===== src/rtl/nes_bus_pkg.sv =====
// Shared types for the cartridge PRG bus: initiator FSM state, command word and flag positions.
// Also holds the read-data priority used when sampling the bus on M2.
package nes_bus_pkg;

    typedef enum logic {IDLE = 1'b0, ACTIVE = 1'b1} prg_bus_state_t;

    typedef struct packed {
        logic        write;
        logic [15:0] addr;
        logic [7:0]  wdata;
    } prg_cmd_t;

    localparam int FLAG_PRG_BUS_WRITE = 1;

    // A mapper driving the data bus wins over memory; with neither, the CPU sees the last byte.
    function automatic logic [7:0] prg_read_select(
        input logic       bus_write,
        input logic       allow,
        input logic [7:0] dout,
        input logic [7:0] mem,
        input logic [7:0] open_bus
    );
        if (bus_write) begin
            return dout;
        end else if (allow) begin
            return mem;
        end
        return open_bus;
    endfunction

endpackage


===== src/rtl/nes_prg_bus_initiator_if.sv =====
// Command/response stream plus the mapper-facing PRG bus of the initiator.
// master = initiator side, slave = engine and mapper side.
interface nes_prg_bus_initiator_if;

    logic        cmd_valid;
    logic        cmd_ready;
    logic        cmd_write;
    logic [15:0] cmd_addr;
    logic [7:0]  cmd_wdata;
    logic        rsp_valid;
    logic [7:0]  rsp_rdata;
    logic        ce;
    logic [15:0] prg_ain;
    logic        prg_read;
    logic        prg_write;
    logic [7:0]  prg_din;
    logic [7:0]  prg_dout;
    logic        prg_allow;
    logic [15:0] flags_out;
    logic [7:0]  mem_rdata;

    modport master (
        input  cmd_valid, cmd_write, cmd_addr, cmd_wdata,
        input  prg_dout, prg_allow, flags_out, mem_rdata,
        output cmd_ready, rsp_valid, rsp_rdata,
        output ce, prg_ain, prg_read, prg_write, prg_din
    );

    modport slave (
        output cmd_valid, cmd_write, cmd_addr, cmd_wdata,
        output prg_dout, prg_allow, flags_out, mem_rdata,
        input  cmd_ready, rsp_valid, rsp_rdata,
        input  ce, prg_ain, prg_read, prg_write, prg_din
    );

endinterface


===== src/rtl/nes_m2_phase_gen.sv =====
// Free-running CPU-cycle phase counter; ce_o is the one-clk M2 strobe on the last phase.
// No backpressure: it keeps counting while idle because mappers count M2.
module nes_m2_phase_gen #(
    parameter int CE_DIV = 12
) (
    input  logic clk,
    input  logic reset_n,
    output logic last_phase_o,
    output logic ce_o
);

    localparam int PH_W = $clog2(CE_DIV);
    localparam logic [PH_W-1:0] PH_LAST = PH_W'(CE_DIV - 1);

    logic [PH_W-1:0] ph_q;
    logic [PH_W-1:0] ph_d;

    assign last_phase_o = (ph_q == PH_LAST);
    // Gated so a reset landing on the last phase never shows the mapper an M2 edge.
    assign ce_o         = last_phase_o & reset_n;

    always_comb begin
        ph_d = last_phase_o ? '0 : ph_q + PH_W'(1);
    end

    always_ff @(posedge clk) begin
        if (!reset_n) begin
            ph_q <= '0;
        end else begin
            ph_q <= ph_d;
        end
    end

endmodule


===== src/rtl/nes_prg_bus_initiator.sv =====
// Turns single-byte read/write commands into M2-paced PRG bus cycles; read data returns 1 clk after ce.
// One-entry slot: cmd_ready drops while a command waits for its CPU cycle, so one command per CE_DIV clks.
module nes_prg_bus_initiator
    import nes_bus_pkg::*;
#(
    parameter int CE_DIV = 12
) (
    input logic                      clk,
    input logic                      reset_n,
    nes_prg_bus_initiator_if.master  bus
);

    logic           last_phase;
    logic           ce_w;

    prg_bus_state_t state_q, state_d;
    logic           slot_vld_q, slot_vld_d;
    prg_cmd_t       slot_q, slot_d;
    logic [15:0]    ain_q, ain_d;
    logic [7:0]     din_q, din_d;
    logic           rd_q, rd_d;
    logic           wr_q, wr_d;
    logic [7:0]     open_bus_q, open_bus_d;
    logic           rsp_vld_q, rsp_vld_d;
    logic [7:0]     rsp_dat_q, rsp_dat_d;

    logic           accept;
    logic           launch;
    logic           complete;
    logic [7:0]     rd_byte;
    logic           unused_flags;

    nes_m2_phase_gen #(
        .CE_DIV (CE_DIV)
    ) u_phase (
        .clk          (clk),
        .reset_n      (reset_n),
        .last_phase_o (last_phase),
        .ce_o         (ce_w)
    );

    assign accept   = bus.cmd_valid & ~slot_vld_q;
    // The slot is handed to the bus at the cycle boundary, freeing it for the next command.
    assign launch   = last_phase & slot_vld_q;
    assign complete = last_phase & (state_q == ACTIVE);

    assign rd_byte      = prg_read_select(bus.flags_out[FLAG_PRG_BUS_WRITE], bus.prg_allow,
                                          bus.prg_dout, bus.mem_rdata, open_bus_q);
    assign unused_flags = ^{bus.flags_out[15:2], bus.flags_out[0]};

    always_comb begin
        state_d    = state_q;
        slot_vld_d = slot_vld_q;
        slot_d     = slot_q;
        ain_d      = ain_q;
        din_d      = din_q;
        rd_d       = rd_q;
        wr_d       = wr_q;
        open_bus_d = open_bus_q;
        rsp_vld_d  = 1'b0;
        rsp_dat_d  = rsp_dat_q;

        if (complete) begin
            if (rd_q) begin
                rsp_vld_d  = 1'b1;
                rsp_dat_d  = rd_byte;
                open_bus_d = rd_byte;
            end else begin
                open_bus_d = din_q;
            end
        end

        if (accept) begin
            slot_vld_d = 1'b1;
            slot_d     = '{write: bus.cmd_write, addr: bus.cmd_addr, wdata: bus.cmd_wdata};
        end

        // Bus strobes and address only move on the CE_DIV-1 -> 0 boundary.
        if (last_phase) begin
            state_d = slot_vld_q ? ACTIVE : IDLE;
            rd_d    = launch & ~slot_q.write;
            wr_d    = launch & slot_q.write;
            if (launch) begin
                ain_d      = slot_q.addr;
                din_d      = slot_q.wdata;
                slot_vld_d = 1'b0;
            end
        end
    end

    always_ff @(posedge clk) begin
        if (!reset_n) begin
            state_q    <= IDLE;
            slot_vld_q <= 1'b0;
            slot_q     <= '0;
            ain_q      <= 16'h0000;
            din_q      <= 8'h00;
            rd_q       <= 1'b0;
            wr_q       <= 1'b0;
            open_bus_q <= 8'h00;
            rsp_vld_q  <= 1'b0;
            rsp_dat_q  <= 8'h00;
        end else begin
            state_q    <= state_d;
            slot_vld_q <= slot_vld_d;
            slot_q     <= slot_d;
            ain_q      <= ain_d;
            din_q      <= din_d;
            rd_q       <= rd_d;
            wr_q       <= wr_d;
            open_bus_q <= open_bus_d;
            rsp_vld_q  <= rsp_vld_d;
            rsp_dat_q  <= rsp_dat_d;
        end
    end

    assign bus.cmd_ready = ~slot_vld_q;
    assign bus.rsp_valid = rsp_vld_q;
    assign bus.rsp_rdata = rsp_dat_q;
    assign bus.ce        = ce_w;
    assign bus.prg_ain   = ain_q;
    assign bus.prg_din   = din_q;
    assign bus.prg_read  = rd_q;
    assign bus.prg_write = wr_q;

endmodule


===== src/flat_wrapper.sv =====
// flat-port wrapper written by rule: the top's interface ports become plain ports
module nes_prg_bus_initiator_flat import nes_bus_pkg::*;
#(
    parameter int CE_DIV = 12
)
  (clk, reset_n, bus_cmd_valid, bus_cmd_write, bus_cmd_addr, bus_cmd_wdata, bus_prg_dout, bus_prg_allow, bus_flags_out, bus_mem_rdata, bus_cmd_ready, bus_rsp_valid, bus_rsp_rdata, bus_ce, bus_prg_ain, bus_prg_read, bus_prg_write, bus_prg_din);
  nes_prg_bus_initiator_if bus_i ();
  input logic clk;
  input logic reset_n;
  input wire logic [$bits(bus_i.cmd_valid)-1:0] bus_cmd_valid;
  input wire logic [$bits(bus_i.cmd_write)-1:0] bus_cmd_write;
  input wire logic [$bits(bus_i.cmd_addr)-1:0] bus_cmd_addr;
  input wire logic [$bits(bus_i.cmd_wdata)-1:0] bus_cmd_wdata;
  input wire logic [$bits(bus_i.prg_dout)-1:0] bus_prg_dout;
  input wire logic [$bits(bus_i.prg_allow)-1:0] bus_prg_allow;
  input wire logic [$bits(bus_i.flags_out)-1:0] bus_flags_out;
  input wire logic [$bits(bus_i.mem_rdata)-1:0] bus_mem_rdata;
  output wire logic [$bits(bus_i.cmd_ready)-1:0] bus_cmd_ready;
  output wire logic [$bits(bus_i.rsp_valid)-1:0] bus_rsp_valid;
  output wire logic [$bits(bus_i.rsp_rdata)-1:0] bus_rsp_rdata;
  output wire logic [$bits(bus_i.ce)-1:0] bus_ce;
  output wire logic [$bits(bus_i.prg_ain)-1:0] bus_prg_ain;
  output wire logic [$bits(bus_i.prg_read)-1:0] bus_prg_read;
  output wire logic [$bits(bus_i.prg_write)-1:0] bus_prg_write;
  output wire logic [$bits(bus_i.prg_din)-1:0] bus_prg_din;
  assign bus_i.cmd_valid = bus_cmd_valid;
  assign bus_i.cmd_write = bus_cmd_write;
  assign bus_i.cmd_addr = bus_cmd_addr;
  assign bus_i.cmd_wdata = bus_cmd_wdata;
  assign bus_i.prg_dout = bus_prg_dout;
  assign bus_i.prg_allow = bus_prg_allow;
  assign bus_i.flags_out = bus_flags_out;
  assign bus_i.mem_rdata = bus_mem_rdata;
  assign bus_cmd_ready = bus_i.cmd_ready;
  assign bus_rsp_valid = bus_i.rsp_valid;
  assign bus_rsp_rdata = bus_i.rsp_rdata;
  assign bus_ce = bus_i.ce;
  assign bus_prg_ain = bus_i.prg_ain;
  assign bus_prg_read = bus_i.prg_read;
  assign bus_prg_write = bus_i.prg_write;
  assign bus_prg_din = bus_i.prg_din;
  nes_prg_bus_initiator #(.CE_DIV(CE_DIV)) u_core (.clk(clk), .reset_n(reset_n), .bus(bus_i));
endmodule

===== config.mk =====
export PLATFORM = sky130hd
export DESIGN_NAME = nes_prg_bus_initiator_flat
export DESIGN_NICKNAME = d
export VERILOG_FILES = /design/src/rtl/nes_bus_pkg.sv /design/src/rtl/nes_prg_bus_initiator_if.sv /design/src/rtl/nes_m2_phase_gen.sv /design/src/rtl/nes_prg_bus_initiator.sv /design/src/flat_wrapper.sv
export SDC_FILE = /design/constraint.sdc
export NUM_CORES = 1
export LEC_CHECK = 0
export ABC_AREA = 1
export BUFFER_PORTS_ARGS = -buffer_cell sky130_fd_sc_hd__buf_2
export CORE_ASPECT_RATIO = 1.4
export CORE_MARGIN = 2
export CORE_UTILIZATION = 53
export DETAILED_ROUTE_END_ITERATION = 8
export PLACE_DENSITY = 0.84
export SKIP_CTS_REPAIR_TIMING = 1
export SYNTH_ARGS = -nofsm -noshare
export SYNTH_HDL_FRONTEND = slang
export SYNTH_SLANG_ARGS = --single-unit

===== constraint.sdc =====
create_clock -name clk -period 2.9 [get_ports clk]
set_clock_uncertainty 0.2 [all_clocks]
set_input_delay 0.435 -clock clk [delete_from_list [all_inputs] [get_ports clk]]
set_output_delay 0.435 -clock clk [all_outputs]
set_load 0.02 [all_outputs]

==> results_dict.tcl, run 1 <==
set metrics [dict create \
    outcome "completed" \
    p_per_area_nw_per_um2 579 \
    grt_pass1_vias 2314 \
    max_freq_mhz 425 \
    die_h_um 91.4 \
    port_buffers 82 \
    grt_pass1_wl_um 10000 \
    core-area_um2 5240 \
    start_util_pct 55.3 \
    syn_to_final_growth_pct 21.8 \
    cp.arrival_ns 1.72 \
    fin_crit_ns 2.35 \
    clkTransAtPathRegs_ns 0.07 \
    ys_warn_count 0 \
    final_cell_mix "nand2_1 (99), buf_2 (82), dfxtp_1 (74), a21oi_1 (40), nor2_1 (36)" \
    drive_gt1_share_pct 25.9 \
    p_int_mw 1.59 \
    die-area_um2 6080 \
    worstSetupEndpointType "output port" \
    io_pins 98 \
    slew_headroom_pct 63.7 \
    hp-class "primary input to flip-flop" \
    cp-start-kind "flip-flop" \
    synth_cell_types 25 \
    routed_wl_um 6260 \
    setup_ws_ns 0.550 \
    numCtsBuffers 9 \
    place_ws_ns 0.714 \
    fillerInstances 456 \
    min_period_over_period_pct 81.0 \
    via_count 2632 \
    critPathKind "flip-flop to output port" \
    firstDrtPassIters 4 \
    gp_congestion 0.796 \
    cts_buffer_depth 2 \
    rsz0062_at_grt "no" \
    drv_slew 0 \
    dp_hpwl_um 4400 \
    final_common_cell "nand2_1" \
    ctsHtreeMaxLevel 3 \
    globalRouteOverflowTotal 0 \
    antenna_left 0 \
    grt_antenna_before_repair 0 \
    power.net_switching_uw 454 \
    p_clk_share_pct 41.4 \
    synth-seq-cells 74 \
    cp_max_fo 12 \
    seq_power_share_pct 52.1 \
    syn_inst 374 \
    sw_frac_of_total_pct 22.3 \
    cts.sinks 74 \
    drt-vias-per-instance 5.04 \
    cts_tree "done" \
    peakVddDrop_v 0.000487 \
    drcViolationCount 0 \
    leakage_nw 1.60 \
    grt_usage_pct 21.0 \
    antennaDiodeCount 0 \
    maxCapViolations 0 \
    drtIter0Drc 98 \
    synth_seq_area_share_pct 51.2 \
    hold_violations 0 \
    syn_area_um2 2890 \
    syn-num-nets 436 \
    tightest_slew_ns 0.542 \
    clock_latency_ns 0.34 \
    final-setup-viol-count 0 \
    grt_max_degree 38 \
    syn_area_per_cell_um2 7.74 \
    pwr-share-comb_pct 6.6 \
    rows 31 \
    setup_tns_ns 0 \
    die-width_um 66.5 \
    cts_root_buf "clkbuf_8" \
    num-nets-final 513 \
    crit_required_ns 2.27 \
    avgRoutedWirePerCell_um 12.0 \
]
cells by family after synthesis:
| family | Yosys count | share of synthesized area [%] |
|---|---|---|
| adders and majority gates | 1 | 0.432 |
| AOI/OAI and AO/OA | 78 | 14.8 |
| and+or+nand+nor | 173 | 26.5 |
| buffers and inverters | 48 | 7.05 |
| DFF | 74 | 51.2 |
cells in the mapped netlist:
cell | n | area [µm²]
inv_1 | 26 | 97.6
nand2_1 | 99 | 372
nand2_4 | 1 | 11.3
buf_1 | 1 | 3.75
a21oi_1 | 40 | 200
inv_2 | 2 | 7.51
nor2_4 | 2 | 22.5
or2_2 | 1 | 6.26
buf_4 | 1 | 7.51
o21ai_2 | 8 | 70.1
nor2_1 | 36 | 135
nand4_2 | 1 | 12.5
dfxtp_1 | 74 | 1480
buf_2 | 4 | 20.0
o22ai_2 | 1 | 12.5
o21ai_0 | 29 | 145
nand3_1 | 21 | 105
ha_1 | 1 | 12.5
nor2_8 | 1 | 20.0
clkinv_1 | 1 | 3.75
clkbuf_1 | 11 | 41.3
nand4_1 | 8 | 50.1
nand4_4 | 1 | 21.3
buf_6 | 2 | 22.5
nand2_2 | 2 | 12.5
final timing paths:
kind | from | to | slack (ns) | depth (start not counted)
min reg2reg | u_core.u_phase.ph_q[0]$_SDFF_PP0_ | u_core.u_phase.ph_q[0]$_SDFF_PP0_ | 0.25 | 1
max reg2reg | u_core.u_phase.ph_q[0]$_SDFF_PP0_ | u_core.slot_vld_q$_SDFF_PN0_ | 0.71 | 8
min | bus_cmd_addr[15] | u_core.slot_q[23]$_SDFFE_PN0P_ | 0.14 | 3
max | u_core.u_phase.ph_q[0]$_SDFF_PP0_ | bus_ce | 0.55 | 6
area by class of cell:
| type | instances | area, µm² | share of cell area (%) |
|---|---|---|---|
| multi-input combinational | 252 | 1210 | 34.3 |
| sequential | 74 | 1480 | 42.0 |
| inverter | 29 | 109 | 3.09 |
| timing repair buffer | 85 | 433 | 12.3 |
| clock buffer | 12 | 135 | 3.83 |
| tap | 66 | 82.6 | 2.34 |
| clock inverter | 4 | 76.3 | 2.16 |
state kept, by name, summed over array words and instances, names as in the netlist:
register / count
u_core.bus.rsp_valid: 1
u_core.bus.rsp_rdata: 8
u_core.bus.prg_read: 1
u_core.open_bus_q: 8
u_core.state_q: 1
u_core.u_phase.ph_q: 4
u_core.bus.prg_din: 8
u_core.bus.prg_ain: 16
u_core.slot_q: 25
u_core.bus.prg_write: 1
u_core.slot_vld_q: 1
per-layer routing:
layer | up-vias | global-route usage, % | routed length [µm]
met3 | 18 | 3.84 | 374
met1 | 1158 | 25.3 | 2660
li1 | 1363 | - | -
met5 | - | 0 | 0
met2 | 93 | 35.2 | 3060
met4 | 0 | 10.4 | 161
worst max-delay path: stages (launching register included):
cell,delay [ns]
dfxtp_1,0.36
ha_1,0.25
inv_1,0.09
nor2_4,0.25
nand2_4,0.13
nor2_1,0.11
buf_2,0.18
power groups by stage:
stage / combinational [mW] / clock, mW / sequential, mW
2_1_floorplan: 0.0893 / 0 / 1.08
3_3_place_gp: 0.129 / 0 / 1.08
3_5_place_dp: 0.133 / 0 / 1.08
4_1_cts: 0.135 / 0.855 / 1.06
5_1_grt: 0.153 / 0.900 / 1.06
6_report: 0.134 / 0.844 / 1.06
through the flow:
stage / power [mW] / area (µm²) / util (%) / std cells / hold WS (ns)
floorplan: 1.17 / 2890 / - / 374 / 0.218
global placement: 1.21 / 3310 / 63.3 / 506 / 0.229
detailed placement: 1.22 / 3310 / 63.3 / 506 / 0.239
CTS: 2.05 / 3530 / 67.3 / 522 / 0.139
global route: 2.12 / 3530 / 67.3 / 522 / 0.151
finish: 2.04 / 3530 / 67.3 / 522 / 0.142
Power figures use the tool's default switching activity.
==> run 2: changes to the inputs <==
Settings changed: CORE_UTILIZATION 53 to 45, PLACE_DENSITY 0.84 to 0.76.
Clock period 2.9 ns to 2.1 ns, I/O delays scaled along.
==> run 2 against run 1 <==
Effect of this change: sequential power up 39%; critical path depth did not move; worst setup slack worse by 0.41 ns; worst hold slack got worse by 0.13 ns; global-route usage is 1.6 points lower; routed wire length grew 6.6%; register-to-register slack worse by 0.29 ns; combinational power up 45%; non-clock buffer count is 7 higher; via count is 1.3% higher; die area increased by 17%; sequential share of layout area shrank 0.75 points; largest cell class unchanged; largest power group unchanged.
==> results_dict.tcl, run 2 (same netlist as run 1, synthesis figures left out) <==
set metrics [dict create \
    worstSetupEndpointType "output port" \
    final_cell_area_um2 3600 \
    p_int_mw 2.08 \
    min_period_over_period_pct 93.5 \
    drive_gt1_share_pct 28.5 \
    grt_max_degree 30 \
    place_area_um2 3360 \
    final_common_cell "nand2_1" \
    syn_to_final_growth_pct 24.3 \
    grt_usage_pct 19.4 \
    grt_pass1_vias 2529 \
    hold_violations 0 \
    max_freq_mhz 509 \
    p_clk_share_pct 39.7 \
    rrSetupSlack_ns 0.42 \
    globalRouteOverflowTotal 0 \
    ctsHtreeMaxLevel 3 \
    r2r_end "u_core.bus.prg_din[5]$_SDFFE_PN0P_" \
    start_util_pct 46.6 \
    slew_headroom_pct 69.0 \
    power.net_switching_uw 677 \
    tightest_slew_ns 0.464 \
    rsz0062_at_grt "no" \
    cts.sinks 74 \
    fin_crit_ns 1.96 \
    numPlacedInstances 517 \
    leakage_nw 1.63 \
    clock_latency_ns 0.35 \
    hp-class "primary input to flip-flop" \
    sw_frac_of_total_pct 24.5 \
    rr_worst_depth 9 \
    cp-startpoint "u_core.u_phase.ph_q[0]$_SDFF_PP0_" \
    peakVddDrop_v 0.000466 \
    avgRoutedWirePerCell_um 12.5 \
    antenna_left 0 \
    routed_wl_um 6670 \
    cts_tree "done" \
    cts_root_buf "clkbuf_8" \
    clkTransAtPathRegs_ns 0.08 \
    cts_buffer_depth 2 \
    fin_cells 535 \
    cp.arrival_ns 1.45 \
    numCtsBuffers 9 \
    p_per_area_nw_per_um2 767 \
    dp_hpwl_um 4710 \
    regMostFlops "u_core.slot_q" \
    cp-start-kind "flip-flop" \
    outcome "completed" \
    r2r_start "u_core.u_phase.ph_q[0]$_SDFF_PP0_" \
    finalPower_mw 2.76 \
    die_h_um 98.9 \
    firstDrtPassIters 5 \
    final-setup-viol-count 0 \
    crit_end "bus_ce" \
    drt-vias-per-instance 4.98 \
    gp_congestion 0.819 \
    largest_register_ffs 25 \
    io_pins 98 \
    seq_power_share_pct 53.3 \
    core-area_um2 6210 \
    die-area_um2 7100 \
    maxCapViolations 0 \
    die-width_um 71.8 \
    via_count 2666 \
    critPathKind "flip-flop to output port" \
    crit_required_ns 1.58 \
    final_cell_mix "nand2_1 (99), buf_2 (81), dfxtp_1 (72), a21oi_1 (40), nor2_1 (35)" \
    antennaDiodeCount 0 \
    cp_max_fo 5 \
    port_buffers 82 \
    drcViolationCount 0 \
    grt_antenna_before_repair 0 \
    drtIter0Drc 106 \
    fillerInstances 586 \
    drv_slew 0 \
    rows 34 \
    grt_pass1_wl_um 10800 \
    pwr-share-comb_pct 7.0 \
    num-nets-final 520 \
]
-- run 2: changes by cell type in the layout (fill, tap and decap cells not counted), sizes merged --
cell    delta
clkinv     +3
bufinv     -1
buf        +7
inv        +1
clkbuf     -3
-- run 2: how the worst min path moves through the flow --
stage / to / cells past startpoint / slack (ns) / from
2_1_floorplan: u_core.u_phase.ph_q[0]$_SDFF_PP0_ / 1 / 0.22 / u_core.u_phase.ph_q[0]$_SDFF_PP0_
3_3_place_gp: u_core.u_phase.ph_q[0]$_SDFF_PP0_ / 1 / 0.23 / u_core.u_phase.ph_q[0]$_SDFF_PP0_
3_5_place_dp: u_core.bus.prg_ain[15]$_SDFFE_PN0P_ / 2 / 0.24 / u_core.bus.prg_ain[15]$_SDFFE_PN0P_
4_1_cts: u_core.slot_vld_q$_SDFF_PN0_ / 3 / -0.01 / bus_cmd_valid
5_1_grt: u_core.slot_q[7]$_SDFFE_PN0P_ / 3 / 0.02 / bus_cmd_wdata[7]
6_report: u_core.slot_vld_q$_SDFF_PN0_ / 3 / 0.009 / bus_cmd_valid
-- run 2: power by group through the flow --
| stage | combinational, mW | sequential (mW) | clock (mW) |
|---|---|---|---|
| finish | 0.194 | 1.47 | 1.10 |
| global route | 0.223 | 1.47 | 1.19 |
| CTS | 0.190 | 1.47 | 1.12 |
| detailed placement | 0.188 | 1.50 | 0 |
| global placement | 0.182 | 1.50 | 0 |
| floorplan | 0.123 | 1.49 | 0 |
-- run 2: layer usage --
metal,track usage [%],vias up,routed length (µm)
met1,22.6,1194,2820
met5,0,-,0
li1,-,1381,-
met3,4.29,10,393
met4,10.2,0,144
met2,32.8,81,3310
-- run 2: metrics by stage --
| step | utilization [%] | worst slack, ns | setup TNS [ns] | hold slack (ns) |
|---|---|---|---|---|
| finish | 57.9 | 0.136 | 0 | 0.00941 |
| global route | 57.9 | 0.0514 | 0 | 0.0204 |
| CTS | 57.3 | -0.0969 | -0.0969 | -0.0120 |
| detailed placement | 54.1 | 0.275 | 0 | 0.238 |
| global placement | 54.1 | 0.362 | 0 | 0.229 |
| floorplan | - | 0.441 | 0 | 0.218 |
-- run 2: worst max-delay path, cell delays in order, from the launching register on --
cell	delay (ns)
dfxtp_2	0.37
ha_4	0.16
inv_1	0.06
nor2_4	0.17
nand2_4	0.11
nor2_2	0.10
buf_4	0.14
-- run 2: cell type report --
type	count	area (µm²)	area share, %
clock buffers	9	124	3.44
inverters	29	109	3.03
flip-flops and latches	74	1480	41.3
repair buffers	92	488	13.6
multi-input cells	252	1220	34.0
clock inverters	7	77.6	2.16
well taps	72	90.1	2.51
